[src/rtl/apb_arb_pkg.sv]
// Shared constants and state type for the APB arbiter.
// Optional build macro: APB_ARB_RR_EN selects round-robin arbitration.
package apb_arb_pkg;

  localparam int unsigned ADDR_W   = 9;
  localparam int unsigned DATA_W   = 16;
  localparam int unsigned NREQ_MAX = 4;
  localparam int unsigned IDX_W    = $clog2(NREQ_MAX);

  typedef enum logic [1:0] {
    ARB   = 2'b00,
    ISSUE = 2'b01,
    WAIT  = 2'b10,
    CPL   = 2'b11
  } state_t;

endpackage

[src/rtl/apb_arb_pick.sv]
// Combinational winner selection among pending requesters.
// APB_ARB_RR_EN defined: search starts at ptr and wraps; otherwise lowest index wins.
module apb_arb_pick
  import apb_arb_pkg::*;
#(
  parameter int unsigned NREQ = 2
) (
  input  logic [NREQ-1:0]  req,
`ifdef APB_ARB_RR_EN
  input  logic [IDX_W-1:0] ptr,
`endif
  output logic [NREQ-1:0]  win_onehot,
  output logic [IDX_W-1:0] win_idx
);

  // First pending requester in search order becomes the winner
  always_comb begin
    logic              found;
    logic [NREQ-1:0]   shifted;
    logic [31:0]       cand;
    win_onehot = '0;
    win_idx    = '0;
    found      = 1'b0;
    shifted    = '0;
    cand       = '0;
    for (int unsigned i = 0; i < NREQ; i++) begin
`ifdef APB_ARB_RR_EN
      cand = (32'(ptr) + i) % NREQ;
`else
      cand = i;
`endif
      shifted = req >> cand;
      if (!found && shifted[0]) begin
        found      = 1'b1;
        win_onehot = NREQ'(1) << cand;
        win_idx    = IDX_W'(cand);
      end
    end
  end

endmodule

[src/rtl/apb_arbiter.sv]
// Shares one APB master among NREQ requesters, one transfer per grant.
// Optional build macro: APB_ARB_RR_EN enables round-robin arbitration.
module apb_arbiter
  import apb_arb_pkg::*;
#(
  parameter int unsigned NREQ = 2
) (
  input  logic                   CLK,
  input  logic                   RESET,
  input  logic [NREQ-1:0]        REQ,
  input  logic [NREQ-1:0]        REQ_WRITE,
  input  logic [ADDR_W*NREQ-1:0] REQ_ADDR,
  input  logic [DATA_W*NREQ-1:0] REQ_WDATA,
  output logic [NREQ-1:0]        GNT,
  output logic [NREQ-1:0]        DONE,
  output logic [DATA_W-1:0]      RDATA,
  output logic                   EN,
  output logic                   WRITE,
  output logic [ADDR_W-1:0]      ADDR,
  output logic [DATA_W-1:0]      WDATA,
  input  logic                   PSEL,
  input  logic                   PENABLE,
  input  logic                   PREADY,
  input  logic [DATA_W-1:0]      PRDATA
);

  state_t              state_q, state_d;
  logic [NREQ-1:0]     gnt_q, gnt_d;
  logic [NREQ-1:0]     done_q, done_d;
  logic                en_q, en_d;
  logic                write_q, write_d;
  logic [ADDR_W-1:0]   addr_q, addr_d;
  logic [DATA_W-1:0]   wdata_q, wdata_d;
  logic [DATA_W-1:0]   rdata_q, rdata_d;
  logic [NREQ-1:0]     win_onehot;
  logic [IDX_W-1:0]    win_idx;
  logic                sel_write;
  logic [ADDR_W-1:0]   sel_addr;
  logic [DATA_W-1:0]   sel_wdata;
`ifdef APB_ARB_RR_EN
  logic [IDX_W-1:0]    ptr_q, ptr_d;
`endif

  apb_arb_pick #(
    .NREQ(NREQ)
  ) u_pick (
    .req        (REQ),
`ifdef APB_ARB_RR_EN
    .ptr        (ptr_q),
`endif
    .win_onehot (win_onehot),
    .win_idx    (win_idx)
  );

  // Payload of the current winner
  always_comb begin
    sel_write = 1'b0;
    sel_addr  = '0;
    sel_wdata = '0;
    for (int unsigned i = 0; i < NREQ; i++) begin
      if (win_idx == IDX_W'(i)) begin
        sel_write = REQ_WRITE[i];
        sel_addr  = REQ_ADDR[i*ADDR_W +: ADDR_W];
        sel_wdata = REQ_WDATA[i*DATA_W +: DATA_W];
      end
    end
  end

  // Next-state and registered-output logic
  always_comb begin
    state_d = state_q;
    gnt_d   = gnt_q;
    done_d  = done_q;
    en_d    = en_q;
    write_d = write_q;
    addr_d  = addr_q;
    wdata_d = wdata_q;
    rdata_d = rdata_q;
`ifdef APB_ARB_RR_EN
    ptr_d   = ptr_q;
`endif
    unique case (state_q)
      ARB: begin
        if (|REQ) begin
          state_d = ISSUE;
          gnt_d   = win_onehot;
          en_d    = 1'b1;
          write_d = sel_write;
          addr_d  = sel_addr;
          wdata_d = sel_wdata;
`ifdef APB_ARB_RR_EN
          ptr_d   = IDX_W'((32'(win_idx) + 32'd1) % NREQ);
`endif
        end
      end
      ISSUE: begin
        // Dropping EN at SETUP keeps the master from chaining a second transfer
        if (PSEL && !PENABLE) begin
          state_d = WAIT;
          en_d    = 1'b0;
        end
      end
      WAIT: begin
        if (PSEL && PENABLE && PREADY) begin
          state_d = CPL;
          done_d  = gnt_q;
          if (!write_q) rdata_d = PRDATA;
        end
      end
      CPL: begin
        state_d = ARB;
        done_d  = '0;
        gnt_d   = '0;
      end
      default: state_d = ARB;
    endcase
  end

  // State and output registers with synchronous active-low reset
  always_ff @(posedge CLK) begin
    if (!RESET) begin
      state_q <= ARB;
      gnt_q   <= '0;
      done_q  <= '0;
      en_q    <= 1'b0;
      write_q <= 1'b0;
      addr_q  <= '0;
      wdata_q <= '0;
      rdata_q <= '0;
`ifdef APB_ARB_RR_EN
      ptr_q   <= '0;
`endif
    end else begin
      state_q <= state_d;
      gnt_q   <= gnt_d;
      done_q  <= done_d;
      en_q    <= en_d;
      write_q <= write_d;
      addr_q  <= addr_d;
      wdata_q <= wdata_d;
      rdata_q <= rdata_d;
`ifdef APB_ARB_RR_EN
      ptr_q   <= ptr_d;
`endif
    end
  end

  assign GNT   = gnt_q;
  assign DONE  = done_q;
  assign RDATA = rdata_q;
  assign EN    = en_q;
  assign WRITE = write_q;
  assign ADDR  = addr_q;
  assign WDATA = wdata_q;

endmodule
[config.mk]
export PLATFORM = sky130hd
export DESIGN_NAME = apb_arbiter
export DESIGN_NICKNAME = d
export VERILOG_FILES = /design/src/rtl/apb_arb_pkg.sv /design/src/rtl/apb_arb_pick.sv /design/src/rtl/apb_arbiter.sv
export SDC_FILE = /design/constraint.sdc
export NUM_CORES = 1
export LEC_CHECK = 0
export BUFFER_PORTS_ARGS = -buffer_cell sky130_fd_sc_hd__buf_4
export CORE_MARGIN = 2
export CORE_UTILIZATION = 40
export CTS_BUF_LIST = sky130_fd_sc_hd__clkbuf_16
export DETAILED_ROUTE_END_ITERATION = 6
export PLACE_DENSITY = 0.77
export SYNTH_ARGS = -nofsm -noshare
export SYNTH_HDL_FRONTEND = slang
export SYNTH_SLANG_ARGS = --single-unit
[constraint.sdc]
create_clock -name CLK -period 1.76 [get_ports CLK]
set_clock_uncertainty 0.2 [all_clocks]
set_input_delay 0.088 -clock CLK [delete_from_list [all_inputs] [get_ports CLK]]
set_output_delay 0.088 -clock CLK [all_outputs]
set_load 0.1 [all_outputs]
Word level (Yosys, flattened, before mapping)
Cells that the tools add are included.
{ "totals": {"memories": 0, "latchBits": 0, "reg_bits": 49, "out_inout_bits": 47, "elab_cells": 55, "ram_bits": 0, "inputBits": 75, "mem_bits_ro": 0} }
{ "op_classes": {"reduce_logical": 18, "n_div": 0, "bitwise": 1, "multipliers": 0, "n_eq_ne": 7, "n_lt_le_gt_ge": 0, "muxes": 21, "shifts": 0, "add_sub_neg": 0} }
{ "op_table": {"columns": ["operator", "count"], "rows": [
  ["16-bit 2-to-1 mux", 2],
  ["9-bit 2-to-1 mux", 2],
  ["2-bit 2-to-1 mux", 6],
  ["3-bit AND reduction", 3],
  ["2-bit one-hot mux with 2 select lines", 2],
  ["2-bit one-hot mux with 4 select lines", 1],
  ["1-bit 2-to-1 mux", 7],
  ["2-bit inequality test (second input constant)", 3],
  ["2-bit AND reduction", 3],
  ["2-bit nonzero test", 3],
  ["2-bit by 1-bit == test with 1-bit output (second input constant)", 2],
  ["2-bit == test (second input constant)", 2],
  ["1-bit logical AND", 4],
  ["2-bit logical NOT", 2],
  ["1-bit logical NOT", 2],
  ["1-bit one-hot mux with 2 select lines", 1],
  ["2-bit OR reduction", 1],
  ["1-bit inverter", 1]
]} }

Longest topological paths before layout
{ "logic_depth": {"depth_word": 7, "depth_mapped": 7, "mapped_depth_nobuf": 5} }

Cells and area by module
A second synthesis with hierarchy kept.
{ "hier_totals": {"cells_unflattened": 263, "area_unflattened_um2": 2479.9} }
{ "by_module_without_submodules": {"columns": ["module", "instances", "area_each_um2", "seq_area_each_um2", "cells_each"], "rows": [
  ["apb_arbiter", 1, 2451.1, 980.9, 258],
  ["apb_arb_pick", 1, 28.8, 0.0, 5]
]} }

Worst setup path after synthesis
Ideal clock, no wire load.
{ "synth_path": {"path_type": "flip-flop to flip-flop", "startpoint": "reg write_q (netlist: WRITE)", "endpoint": "reg rdata_q[0] (netlist: RDATA[0])", "stages_incl_launch_ff": 4, "path_buffers": 1, "setup_time_ns": 0.120, "path_slack_ns": -0.034, "arrival_ns": 1.474, "period_less_slack_ns": 1.794, "t_required_ns": 1.440, "path_cell_list": "dfxtp_1 nor2_4 buf_8 mux2i_1"} }
{ "synth_via": {"elab_chain_len": 2} }
{ "synth_rtl": {"columns": ["item", "line_no", "source"], "rows": [
  ["start, declared", "apb_arbiter.sv:31", "logic write_q, write_d;"],
  ["start signal, assigned", "apb_arbiter.sv:138", "write_q <= write_d;"],
  ["1-bit inverter (no line)", null, null],
  ["3-bit AND reduction (no line)", null, null],
  ["end signal, assigned", "apb_arbiter.sv:141", "rdata_q <= rdata_d;"],
  ["end, declared", "apb_arbiter.sv:34", "logic [DATA_W-1:0] rdata_q, rdata_d;"]
]} }
No other way between the ends.
A chain may end at the register's enable or synchronous reset.

Worst setup path in the final report
{ "layout_path": {"startpoint": "reg state_q[1]", "endpoint": "reg wdata_q[9] (netlist: WDATA[9])"} }
{ "layout_via": {"elab_chain_len": 2} }
{ "layout_rtl": {"columns": ["item", "line_no", "source"], "rows": [
  ["start, declared", "apb_arbiter.sv:27", "state_t state_q, state_d;"],
  ["start signal, assigned", "apb_arbiter.sv:134", "state_q <= state_d;"],
  ["2-bit logical NOT", "apb_arbiter.sv:82", "unique case (state_q)"],
  ["2-bit AND reduction (no line)", null, null],
  ["end signal, assigned", "apb_arbiter.sv:140", "wdata_q <= wdata_d;"],
  ["end, declared", "apb_arbiter.sv:33", "logic [DATA_W-1:0] wdata_q, wdata_d;"]
]} }
No other way between the ends.

==> reports/qor.yml <==
grt_usage: 0.229
initialDrtViolationCount: 95
grtUsageMet2: 0.393
grt_use_met1: 0.279
dpl_worst_slack_ns: -0.0359
slowest_stage: "dfxtp_2"
drt_pre_antenna_iters: 5
clock.fmax_mhz: 588
cts_buffer_depth: 2
use_met3: 0.0716
slew_viol_final: 0
place_hpwl_um: 4110
fillers: 362
h-tree-depth: 2
critPathTopFamily: "buffers and inverters"
worst_hold_slack_ns: -0.0124
io_pins: 122
final_cells: 481
power.density_nw_per_um2: 1550
seq_area_sq_um: 983
path_buf_inv: 3
yosysTopAreaCell: "dfxtp_1"
max_slew.worst_pin.slew_ns: 0.485
cts_tree: "yes"
worstSetupPathType: "reg -> reg"
grt_setup_unrepaired: "false"
first_global_vias: 2447
netlist_top_cells_count: "49 x dfxtp_1, 43 x mux2i_1, 36 x nand2_1"
yosysMostFrequentCell: "dfxtp_1"
die_h_um: 79.2
portBuffers: 121
synth_edf_count: 0
crit_start: "state_q[1]$_SDFFE_PN0P_"
fin_crit_ns: 1.70
syn2layout_area_growth_pct: 81.4
rr_startpoint: "state_q[1]$_SDFFE_PN0P_"
numCtsBuffers: 5
worstSkewPairLatency_ns: 0.28
ys_seq_area_frac: 0.433
hp-class: "in -> reg"
slew_headroom: 0.676
finalHoldViolCount: 1
r2r_slack_ns: 0.06
cap_viol_max_count: 0
critPathMaxFanout: 26
syn-instance-count: 233
grt_max_degree: 38
busiest_layer: "met2"
start_util: 0.414
yosysWarnings: 0
grt_pass1_wl_um: 11400
cp.depth: 7
synth_top_flop_cell: "dfxtp_1"
cts_sinks: 49
syn_avg_cell_area_sq_um: 9.72
synth_top_family_by_area: "multiplexers"
grt-ovfl-total: 0
end_kind: "register"
core-area_sq_um: 5470
r2r_end: "WDATA[9]$_SDFFE_PN0P_"
gp_congestion: 0.800
postLayoutCellArea_sq_um: 4110
drive_gt1_frac: 0.413
clk_pin_slew_worst_paths_ns: 0.06
cp_cell_sequence: "inv_1 > ha_1 > buf_4 > o21a_4 > buf_12 > nor2_1 > a211oi_2"
post-route-worst-setup-slack_ns: 0.0594
ys_ff_latch: 49
place_area_sq_um: 3230
die_x_um: 79.2
syn-cell-area_sq_um: 2260
vias_per_cell: 5.04
violations: "negative hold slack"
synth-async-reset-ratio: 0
critPathLaunchType: "register"
drc: 0
outcome: "complete, but fails checks"
cts-root-buf: "clkbuf_16"
synth_compound_gate_area_share: 0.131
vias: 2423
crit_required_ns: 1.76
antenna_cells: 0
synthAdderAreaFrac: 0.0331
dp.cells: 416
wl_um: 7470
rows: 27
p_leak_uw: 0.00181
ys_types: 29
ant_nets: 0
synth_nets: 314
yosys.area_share.simple: 0.144
synth_xor_area_frac: 0
synth.area.top_cells: "dfxtp_1 43%, mux2i_1 19%, a211oi_1 8.6%"
finalSetupViolCount: 0
final_nets: 489
rr_worst_depth: 7
multi_input_area_sq_um: 1260
finalCritPeriodShare: 0.966
crit_path_end: "WDATA[9]$_SDFFE_PN0P_"
vdd_drop_max_mv: 1.13
wl_per_cell_um: 15.5
critPathMaxStageDelay_ns: 0.34
cp.arrival_ns: 1.70
die_area_sq_um: 6280
antenna_found_initial: 0
synthMuxAreaShare: 0.190
synth_top_cell_area_share: 0.433
[cells by family after synthesis]
family	after synthesis
simple gates	75
buf+inv	21
fa+ha+maj	6
flops	49
mux	43
compound gates	39
[layer usage]
metal  vias to the layer above  part of all wire
met4                         0             0.012
met1                      1126              0.40
met2                       133              0.49
met5                         -                 0
met3                        10             0.097
li1                       1154                 -
[metrics by stage]
| step | util | hold WS, ns | TNS, ns | power, uW |
|---|---|---|---|---|
| 2_1_floorplan | - | 0.0285 | 0 | 4140 |
| 3_3_place_gp | 0.590 | 0.148 | 0 | 4820 |
| 3_5_place_dp | 0.590 | 0.156 | -0.0359 | 4870 |
| 4_1_cts | 0.733 | 0.0000193 | -0.00295 | 6160 |
| 5_1_grt | 0.751 | 0.0164 | 0 | 6580 |
| 6_report | 0.751 | -0.0124 | 0 | 6350 |
[placed cells by master, fill, tap and decap left out, types with 3 or more instances in the layout]
master / netlist / final
a211oi_1: 26 / 5
a211oi_2: 0 / 20
a21oi_1: 3 / 3
buf_12: 3 / 4
buf_4: 2 / 126
clkbuf_16: 0 / 5
dfxtp_1: 49 / 47
dlygate4sd3_1: 0 / 54
ha_1: 6 / 6
inv_1: 4 / 4
mux2i_1: 43 / 43
nand2_1: 36 / 36
nor2_1: 27 / 26
[tightest hold or removal path, delay by kind of cell]
| family | cells | cell delay (ns) |
|---|---|---|
| buffers and inverters | 1 | 0.08 |
| muxes | 1 | 0.06 |
| AOI/OAI and AO/OA | 1 | 0.19 |
[power by group]
group	internal [uW]	switching [uW]
Clock	660	389
Combinational	1010	2720
Sequential	1390	182
Total	3060	3290
[cell type report]
cell class | count | area share
repair buffers | 185 | 0.388
multi-input cells | 163 | 0.308
flip-flops and latches | 49 | 0.239
clock inverters | 3 | 0.00914
inverters | 4 | 0.00365
well taps | 72 | 0.0219
clock buffers | 5 | 0.0305
[flip-flops by register name, summed over array words and instances (netlist names)]
name,cells
RDATA,16
WDATA,16
ADDR,9
DONE,2
GNT,2
state_q,2
EN,1
WRITE,1
[how the worst min path moves through the flow]
| stage | cells past startpoint | startpoint | endpoint |
|---|---|---|---|
| 6_report | 3 | REQ_WDATA[1] | WDATA[1]$_SDFFE_PN0P_ |
| 3_3_place_gp | 3 | PRDATA[8] | RDATA[8]$_SDFFE_PN0P_ |
| 5_1_grt | 3 | REQ_WDATA[14] | WDATA[14]$_SDFFE_PN0P_ |
| 2_1_floorplan | 2 | REQ[0] | GNT[0]$_SDFFE_PN0P_ |
| 3_5_place_dp | 3 | PRDATA[2] | RDATA[2]$_SDFFE_PN0P_ |
| 4_1_cts | 3 | REQ_WDATA[2] | WDATA[2]$_SDFFE_PN0P_ |
[timing repair]
item,in CTS,in global routing
setup buffers,2,0
cloned,1,0
setup endpoints to repair,8,26
gates resized for setup,7,22
hold buffers,54,0
hold endpoints to repair,36,0
pin swaps,1,1
(Power assumes the default switching activity.)
